--- src/rtl/dev_bridge_pkg.sv ---
// Shared definitions for the CPU-to-peripheral bridge: address map,
// interrupt-controller register indices, IRQ numbering and decode select type.
package dev_bridge_pkg;

    localparam int N_IRQ = 6;

    localparam logic [31:0] T0_BASE   = 32'h0000_7F00;
    localparam logic [31:0] T1_BASE   = 32'h0000_7F10;
    localparam logic [31:0] IC_BASE   = 32'h0000_7F20;

    // Window sizes in bytes: timers expose ctrl/preset/count, the IC four registers.
    localparam logic [31:0] TIMER_WIN = 32'd12;
    localparam logic [31:0] IC_WIN    = 32'd16;

    // Interrupt-controller registers, indexed by word (cpu_addr[3:2]).
    localparam logic [1:0] IC_IMR  = 2'd0;
    localparam logic [1:0] IC_IPR  = 2'd1;
    localparam logic [1:0] IC_IVEC = 2'd2;
    localparam logic [1:0] IC_ICNT = 2'd3;

    localparam int IRQ_T0 = 0;
    localparam int IRQ_T1 = 1;

    typedef enum logic [1:0] {
        SEL_T0   = 2'd0,
        SEL_T1   = 2'd1,
        SEL_IC   = 2'd2,
        SEL_NONE = 2'd3
    } sel_e;

    // Index of the lowest set bit, or all ones when no bit is set.
    function automatic logic [31:0] lowest_set_index(input logic [N_IRQ-1:0] v);
        logic [31:0] idx;
        idx = 32'hFFFF_FFFF;
        for (int i = N_IRQ - 1; i >= 0; i--) begin
            if (v[i]) begin
                idx = i;
            end
        end
        return idx;
    endfunction

endpackage

--- src/rtl/dev_bridge_if.sv ---
// CPU data-memory port as seen by the bridge: request side from the CPU,
// registered read data and error strobe back to it.
interface dev_bridge_if;
    import dev_bridge_pkg::*;

    logic        req;
    logic        we;
    logic [31:0] addr;
    logic [31:0] wdata;
    logic [31:0] rdata;
    logic        rvalid;
    logic        err;

    modport master (
        output req, we, addr, wdata,
        input  rdata, rvalid, err
    );

    modport slave (
        input  req, we, addr, wdata,
        output rdata, rvalid, err
    );

endinterface

--- src/rtl/dev_bridge_irq_ctrl.sv ---
// Interrupt controller: captures rising edges of the IRQ lines into a
// pending register, masks them, and presents a registered vector to CP0.
// Registers: IMR (rw), IPR (write-1-to-clear), IVEC (ro), ICNT (ro).
module irq_ctrl
    import dev_bridge_pkg::*;
(
    input  logic             clk,
    input  logic             reset,
    input  logic             we,
    input  logic [1:0]       reg_idx,
    input  logic [N_IRQ-1:0] wdata,
    input  logic [N_IRQ-1:0] irq_in,
    output logic [31:0]      rdata,
    output logic [N_IRQ-1:0] hw_int
);

    logic [N_IRQ-1:0] imr_q, imr_d;
    logic [N_IRQ-1:0] ipr_q, ipr_d;
    logic [N_IRQ-1:0] irq_q, irq_d;
    logic [N_IRQ-1:0] hw_int_q, hw_int_d;
    logic [31:0]      icnt_q, icnt_d;
    logic [N_IRQ-1:0] rise;
    logic [N_IRQ-1:0] clr;
    logic [N_IRQ-1:0] masked;

    // Next-state for mask, pending, edge history, clear counter and CP0 vector; a new edge beats a same-cycle clear.
    always_comb begin
        irq_d    = irq_in;
        rise     = irq_in & ~irq_q;
        clr      = '0;
        imr_d    = imr_q;
        icnt_d   = icnt_q;
        masked   = ipr_q & imr_q;
        hw_int_d = masked;

        if (we && reg_idx == IC_IMR) begin
            imr_d = wdata;
        end
        if (we && reg_idx == IC_IPR) begin
            clr = wdata;
        end

        ipr_d = (ipr_q & ~clr) | rise;

        if (|(clr & ipr_q & ~rise)) begin
            icnt_d = icnt_q + 32'd1;
        end
    end

    // Register read mux, selected by word index within the controller window.
    always_comb begin
        rdata = 32'd0;
        case (reg_idx)
            IC_IMR:  rdata = 32'(imr_q);
            IC_IPR:  rdata = 32'(ipr_q);
            IC_IVEC: rdata = lowest_set_index(masked);
            IC_ICNT: rdata = icnt_q;
            default: rdata = 32'd0;
        endcase
    end

    // State registers, cleared by synchronous reset.
    always_ff @(posedge clk) begin
        if (reset) begin
            imr_q    <= '0;
            ipr_q    <= '0;
            irq_q    <= '0;
            hw_int_q <= '0;
            icnt_q   <= 32'd0;
        end else begin
            imr_q    <= imr_d;
            ipr_q    <= ipr_d;
            irq_q    <= irq_d;
            hw_int_q <= hw_int_d;
            icnt_q   <= icnt_d;
        end
    end

    assign hw_int = hw_int_q;

endmodule

--- src/rtl/dev_bridge.sv ---
// Bridge between the CPU data-memory port and the timers / interrupt
// controller. Decodes each access, steers write enables in the same cycle,
// and returns read data and error status one cycle after the request.
module dev_bridge
    import dev_bridge_pkg::*;
(
    input  logic             clk,
    input  logic             reset,
    dev_bridge_if.slave      cpu,
    output logic [29:0]      dev_addr,
    output logic [31:0]      dev_wdata,
    output logic             t0_we,
    output logic             t1_we,
    input  logic [31:0]      t0_rdata,
    input  logic [31:0]      t1_rdata,
    input  logic [N_IRQ-1:0] irq_in,
    output logic [N_IRQ-1:0] hw_int
);

    sel_e        sel;
    logic [31:0] t0_off, t1_off, ic_off;
    logic        hit;
    logic        wr, rd;
    logic        ic_we;
    logic [31:0] ic_rdata;
    logic [31:0] sel_rdata;

    logic [31:0] rdata_q, rdata_d;
    logic        rvalid_q, rvalid_d;
    logic        err_q, err_d;

    // Address decode; offsets wrap below each base, so one unsigned compare bounds the window.
    always_comb begin
        t0_off = cpu.addr - T0_BASE;
        t1_off = cpu.addr - T1_BASE;
        ic_off = cpu.addr - IC_BASE;
        sel    = SEL_NONE;
        if (cpu.addr[1:0] == 2'b00) begin
            if (t0_off < TIMER_WIN) begin
                sel = SEL_T0;
            end else if (t1_off < TIMER_WIN) begin
                sel = SEL_T1;
            end else if (ic_off < IC_WIN) begin
                sel = SEL_IC;
            end
        end
        hit = (sel != SEL_NONE);
    end

    // Write steering and read-data selection for the current request.
    always_comb begin
        wr    = cpu.req & cpu.we;
        rd    = cpu.req & ~cpu.we;
        t0_we = wr && (sel == SEL_T0);
        t1_we = wr && (sel == SEL_T1);
        ic_we = wr && (sel == SEL_IC);
        case (sel)
            SEL_T0:  sel_rdata = t0_rdata;
            SEL_T1:  sel_rdata = t1_rdata;
            SEL_IC:  sel_rdata = ic_rdata;
            default: sel_rdata = 32'd0;
        endcase
    end

    // Response pipeline next-state: data held between reads, faulting reads return zero.
    always_comb begin
        rdata_d  = rdata_q;
        rvalid_d = rd;
        err_d    = cpu.req & ~hit;
        if (rd) begin
            rdata_d = hit ? sel_rdata : 32'd0;
        end
    end

    // Response registers; reset drops any response still in flight.
    always_ff @(posedge clk) begin
        if (reset) begin
            rdata_q  <= 32'd0;
            rvalid_q <= 1'b0;
            err_q    <= 1'b0;
        end else begin
            rdata_q  <= rdata_d;
            rvalid_q <= rvalid_d;
            err_q    <= err_d;
        end
    end

    assign cpu.rdata  = rdata_q;
    assign cpu.rvalid = rvalid_q;
    assign cpu.err    = err_q;
    assign dev_addr   = cpu.addr[31:2];
    assign dev_wdata  = cpu.wdata;

    irq_ctrl u_irq_ctrl (
        .clk     (clk),
        .reset   (reset),
        .we      (ic_we),
        .reg_idx (cpu.addr[3:2]),
        .wdata   (cpu.wdata[N_IRQ-1:0]),
        .irq_in  (irq_in),
        .rdata   (ic_rdata),
        .hw_int  (hw_int)
    );

endmodule

--- src/flat_wrapper.sv ---
// flat-port wrapper written by rule: the top's interface ports become plain ports
module dev_bridge_flat import dev_bridge_pkg::*;
  (clk, reset, dev_addr, dev_wdata, t0_we, t1_we, t0_rdata, t1_rdata, irq_in, hw_int, cpu_req, cpu_we, cpu_addr, cpu_wdata, cpu_rdata, cpu_rvalid, cpu_err);
  dev_bridge_if cpu_i ();
  input  logic clk;
  input  logic reset;
  output logic [29:0] dev_addr;
  output logic [31:0] dev_wdata;
  output logic t0_we;
  output logic t1_we;
  input  logic [31:0] t0_rdata;
  input  logic [31:0] t1_rdata;
  input  logic [N_IRQ-1:0] irq_in;
  output logic [N_IRQ-1:0] hw_int;
  input wire logic [$bits(cpu_i.req)-1:0] cpu_req;
  input wire logic [$bits(cpu_i.we)-1:0] cpu_we;
  input wire logic [$bits(cpu_i.addr)-1:0] cpu_addr;
  input wire logic [$bits(cpu_i.wdata)-1:0] cpu_wdata;
  output wire logic [$bits(cpu_i.rdata)-1:0] cpu_rdata;
  output wire logic [$bits(cpu_i.rvalid)-1:0] cpu_rvalid;
  output wire logic [$bits(cpu_i.err)-1:0] cpu_err;
  assign cpu_i.req = cpu_req;
  assign cpu_i.we = cpu_we;
  assign cpu_i.addr = cpu_addr;
  assign cpu_i.wdata = cpu_wdata;
  assign cpu_rdata = cpu_i.rdata;
  assign cpu_rvalid = cpu_i.rvalid;
  assign cpu_err = cpu_i.err;
  dev_bridge u_core (.clk(clk), .reset(reset), .cpu(cpu_i), .dev_addr(dev_addr), .dev_wdata(dev_wdata), .t0_we(t0_we), .t1_we(t1_we), .t0_rdata(t0_rdata), .t1_rdata(t1_rdata), .irq_in(irq_in), .hw_int(hw_int));
endmodule
--- config.mk ---
export PLATFORM = sky130hd
export DESIGN_NAME = dev_bridge_flat
export DESIGN_NICKNAME = d
export VERILOG_FILES = /design/src/rtl/dev_bridge_pkg.sv /design/src/rtl/dev_bridge_if.sv /design/src/rtl/dev_bridge_irq_ctrl.sv /design/src/rtl/dev_bridge.sv /design/src/flat_wrapper.sv
export SDC_FILE = /design/constraint.sdc
export NUM_CORES = 1
export LEC_CHECK = 0
export ABC_AREA = 0
export BUFFER_PORTS_ARGS = -buffer_cell sky130_fd_sc_hd__buf_2
export CORE_MARGIN = 4
export CORE_UTILIZATION = 45
export CTS_CLUSTER_DIAMETER = 200
export DETAILED_ROUTE_END_ITERATION = 12
export PLACE_DENSITY = 0.78
export SYNTH_ARGS = -nofsm -noshare
export SYNTH_HDL_FRONTEND = slang
export SYNTH_SLANG_ARGS = --single-unit
--- constraint.sdc ---
create_clock -name clk -period 4.2 [get_ports clk]
set_input_delay 0.84 -clock clk [delete_from_list [all_inputs] [get_ports clk]]
set_output_delay 0.84 -clock clk [all_outputs]
set_load 0.02 [all_outputs]
## Yosys cells after proc, flatten, opt, wreduce, memory -nomap -nowiden

Cells that the tools add are included.

- Register bits after elaboration: 90
- Input bits: 138
- Output and inout bits: 104
- Word-level logic and storage cells: 58

- $add $sub $neg: 4
- Order comparisons: 3
- Equality and inequality tests: 6
- Multiplexer cells: 14
- Bitwise gates (word level): 14
- Reductions and logical operators: 9

Operators by type and width:

| operator | number |
|---|---|
| $mux 32 | 7 |
| $pmux 32 s4 | 1 |
| $pmux 32 s3 | 1 |
| $sub 32x15->32 const B | 3 |
| $lt 32x4->1 const B | 2 |
| $add 32x1->32 const B | 1 |
| $lt 32x5->1 const B | 1 |
| $and 6x6->6 | 5 |
| $not 6->6 | 3 |
| $eq 2x2->1 const B | 3 |
| $logic_not 2->1 | 3 |
| $mux 2 | 3 |
| $mux 6 | 1 |
| $or 6x6->6 | 1 |
| $reduce_or 6->1 | 1 |
| $logic_and 1x1->1 | 5 |
| $eq 2x1->1 const B | 2 |
| $and 1x1->1 | 3 |
| $ne 2x2->1 const B | 1 |
| $not 1->1 | 2 |
| $mux 1 | 1 |

## Logic depth before layout (Yosys ltp)

- Depth in word-level cells: 13
- Mapped depth: 13

## Cells and area by module

From an unflattened synthesis, not the netlist that was laid out.

- Cell total of the unflattened synthesis: 882
- Area, all modules: 6,922.9 um^2

By module, submodules not included:

| module | instances | cells an instance | area an instance (um^2) |
|---|---|---|---|
| dev_bridge | 1 | 531 | 4,001.3 |
| irq_ctrl | 1 | 351 | 2,921.6 |

## Worst setup path after synthesis

Ideal clock, no wire load.

- Path kind: input to output
- Start: in cpu_addr[17]
- End: out t0_we
- Arrival time: 3.802 ns
- Data required time: 3.360 ns
- Setup slack: -0.442 ns
- Stages: 9
- Cell sequence: buf_6 or4_4 or4_4 o41ai_2 nor3_1 or4_1 nor4_1 o21ai_0 nor3_1

- Cells in the longest elaborated chain, start to end: 8

Ends and longest elaborated chain:

| element | RTL line | source |
|---|---|---|
| from (decl) | flat_wrapper.sv:17 | `input wire logic [$bits(cpu_i.addr)-1:0] cpu_addr;` |
| $sub 32x15->32 | dev_bridge.sv:36 | `ic_off = cpu.addr - IC_BASE;` |
| $lt 32x5->1 | dev_bridge.sv:43 | `end else if (ic_off < IC_WIN) begin` |
| $mux 1 | dev_bridge.sv:43 |  |
| $mux 2 | dev_bridge.sv:41 | `end else if (t1_off < TIMER_WIN) begin` |
| $mux 2 (*) | dev_bridge.sv:39 | `if (t0_off < TIMER_WIN) begin` |
| $mux 2 (*) | dev_bridge.sv:38 | `if (cpu.addr[1:0] == 2'b00) begin` |
| $logic_not 2->1 (*) | dev_bridge.sv:54 | `t0_we = wr && (sel == SEL_T0);` |
| $logic_and 1x1->1 (*) | dev_bridge.sv:54 |  |
| to (decl) | flat_wrapper.sv:9 | `output logic t0_we;` |

Mark *: on every way between the ends. The rest lies on a longest branch, timed or not.

## Final worst setup path

- Start: in cpu_addr[5]
- End: out t0_we

The elaborated chain is that of the path after synthesis.

==> flow_summary_export.csv <==
group,metric,value,unit
timing,setup_viol,2,
timing,worst_hold_slack,0.4675,ns
critical_path,critPathMaxStageDelay,0.43,ns
yosys,netlist_instances,814,
yosys,yosys_warnings,0,
yosys,synthDistinctLibCells,67,
yosys,synth_nets,955,
die,ioPinCount,242,
layout,final_cell_mix,"buf_2 (184), a21oi_1 (101), buf_4 (90), dfxtp_1 (90), nor2_1 (79)",
critical_path,worst-setup-path-type,"input port to primary output",
die,num_rows,42,
yosys,yosys.area.top_type,"dfxtp_1",
routing,ant_nets,0,
layout,stdcell_area,0.007824,mm2
layout,finish.utilization,58.61,%
global_routing,grt_pass1_vias,6335,
cts,root_buffer,"clkbuf_16",
placement,place_inst,1159,
yosys,synth_top_area_share,29.20,%
cts,cts_buffer_depth,2,
routing,first_iter_violations,711,
critical_path,crit_chain,"buf_2 > buf_4 > or3_1 > a2111o_1 > a211oi_1 > nand4b_1 > nor3_1 > a22oi_1 > nor3_2 > buf_4",
die,die_h,125.1,um
run_status,violations,"negative setup slack",
timing,rsz0062_at_grt,"yes",
cts,cts.clk_slew.worst_paths,0.06,ns
yosys,synth_edf_count,0,
yosys,synthArstFlopShare,0,%
cts,ctsHoldBuffers,0,
global_routing,grt_usage,24.55,%
timing,fin_worst_skew,0.01360,ns
die,die_area,0.01565,mm2
pwr,p_leak,3.274,nW
critical_path,critPathBufInv,3,
layout,final.fill_count,1269,
pwr,power_density,246.5,mW/mm2
yosys,ys.flop_type,"dfxtp_1",
yosys,ys_seq_area_share,29.20,%
routing,first_pass_iters,5,
global_routing,antenna_found_initial,0,
worst_hold_path,hold_path_class,"flop to flop",
layout,drive_gt1_share,35.06,%
global_routing,grt.overflow.total,0,
layout,final-instance-count-excl-fill,1177,
die,coreArea,0.01335,mm2
yosys,postSynthAreaPerCell,7.581,um2
timing,hold_violations,0,
cts,cts_buffers,9,
timing,fin_crit,4.314,ns
pwr,power,1.929,mW
die,initial_core_util,46.23,%
timing,worstMarginPinSlew,0.6996,ns
critical_path,crit_required,3.36,ns
routing,routed_wl,20140,um
global_routing,grt_pass1_wl,32430,um
timing,slew_headroom,53.25,%
layout,regArea,0.001802,mm2
critical_path,crit_fanout,5,
placement,dp_hpwl,15320,um
layout,synthToLayoutAreaGrowth,26.78,%
die,die_w,125.1,um
cts,clock_latency,0.35,ns
critical_path,crit_path_end_kind,"primary output",
critical_path,crit_family,"simple AND/OR/NAND/NOR gates",
routing,drc_errors,0,
pwr,max-vdd-ir-drop,0.1766,mV
placement,port_buffers,189,
yosys,syn_area,0.006171,mm2
placement,place.gp.congestion,0.9612,
job,max_cap_viol_count,0,
critical_path,crit_top_cell,"buf_4",
cts,cts.sinks,90,
timing,worst_slack,-0.1143,ns
routing,vias_per_cell,5.824,
critical_path,worst-endpoint-arrival,3.47,ns
layout,layout_commonest_cell,"buf_2",
routing,vias,6855,
run_status,status,"finished with violations",
cts,cts_tree,"built",
global_routing,grt_max_degree,64,
critical_path,cp_slowest_cell,"a211oi_1",
timing,slew_viol_final,0,
timing,finalCritPeriodShare,102.7,%
layout,antenna_cells,0,
layout,multi_input_area,0.003757,mm2
timing,fmax,0.2318,GHz
yosys,ys_ff_latch,90,
layout,final_nets,1137,
cts,htreeDepth,3,
routing,wl_per_cell,17.11,um
placement,placed_cell_area,0.007422,mm2
yosys,ys_top_cells_by_area,"dfxtp_1 (29%), a21oi_1 (8.4%), buf_4 (7.5%), nor2_1 (4.9%), a22oi_1 (3.5%)",
critical_path,start_kind,"input port",
cells by family after synthesis:
| family | synth area share (%) |
|---|---|
| xor+xnor | 1.703 |
| flops | 29.20 |
| fa+ha+maj | 0.7705 |
| simple gates | 26.62 |
| buf+inv | 11.94 |
| compound gates | 25.51 |
| mux | 4.258 |
tightest hold or removal path, stage by stage, from the launching register on:
cell     delay (ns)
dfxtp_1        0.32
a21oi_1        0.06
o21ai_0        0.06
stage by stage:
step / setup TNS (ns) / setup slack (ns)
6_report: -0.1658 / -0.1143
5_1_grt: -0.3571 / -0.2057
4_1_cts: -0.1779 / -0.1025
3_5_place_dp: -3.360 / -0.2445
3_3_place_gp: -4.196 / -0.2333
2_1_floorplan: 0 / 0.008721
where the power goes:
| group | total, mW | internal, mW | switching [mW] | leakage, nW |
|---|---|---|---|---|
| combinational | 0.314 | 0.133 | 0.181 | 2.42 |
| clock | 0.747 | 0.402 | 0.345 | 0.130 |
| sequential | 0.868 | 0.862 | 0.00614 | 0.728 |
| total | 1.93 | 1.40 | 0.532 | 3.27 |
final cells by class:
type / count / area share, %
flip-flops and latches: 90 / 23.03
inverters: 13 / 0.6237
multi-input cells: 600 / 48.02
clock inverters: 6 / 0.5277
well taps: 176 / 2.815
repair buffers: 282 / 22.05
clock buffers: 10 / 2.927
what timing repair did:
item                                    CTS  global route
resized for setup                        19             6
endpoints found under the setup margin    2            27
buffers inserted                          1             1
pin swaps                                 6             2
cell usage after synthesis (8+ instances only):
master,count
or4_1,12
dfxtp_1,90
a22oi_1,29
and2_1,9
nand2b_1,12
o21ai_1,16
nor3_1,23
clkbuf_1,34
or2_2,8
nor2_1,81
inv_1,12
nand3_1,33
a21oi_1,103
mux2_2,8
nand4_1,20
mux2i_1,15
buf_4,62
and3_1,8
nor4_1,10
o41ai_1,9
nor2b_1,20
nand2_1,48
o21ai_0,33
state kept, by name, summed over array words and instances, names as in the netlist:
signal / flops
u_core.cpu.err: 1
u_core.cpu.rdata: 32
u_core.cpu.rvalid: 1
u_core.u_irq_ctrl.hw_int: 6
u_core.u_irq_ctrl.icnt_q: 32
u_core.u_irq_ctrl.imr_q: 6
u_core.u_irq_ctrl.ipr_q: 6
u_core.u_irq_ctrl.irq_q: 6
metal layers:
metal / track usage [%] / vias to the layer above / part of all wire [%] / wire length [um]
met2: 40.81 / 294 / 48 / 9732
met5: 0 / - / 0 / 0
met3: 4.094 / 27 / 6.9 / 1382
met1: 32.95 / 3222 / 43 / 8748
li1: - / 3312 / - / -
met4: 7.015 / 0 / 1.4 / 277
path summary, 6_finish.rpt:
kind,startpoint,to,slack (ns),cells past startpoint
worst min register to register,u_core.cpu.rdata[1]$_SDFFE_PP0P_,u_core.cpu.rdata[1]$_SDFFE_PP0P_,0.47,2
worst max-delay path,cpu_addr[5],t0_we,-0.11,10
worst min-delay path,u_core.cpu.rdata[1]$_SDFFE_PP0P_,u_core.cpu.rdata[1]$_SDFFE_PP0P_,0.47,2
worst max register to register,u_core.u_irq_ctrl.icnt_q[3]$_SDFFE_PP0P_,u_core.u_irq_ctrl.icnt_q[31]$_SDFFE_PP0P_,1.01,9
Note: power is estimated with default switching activity, not from simulation.
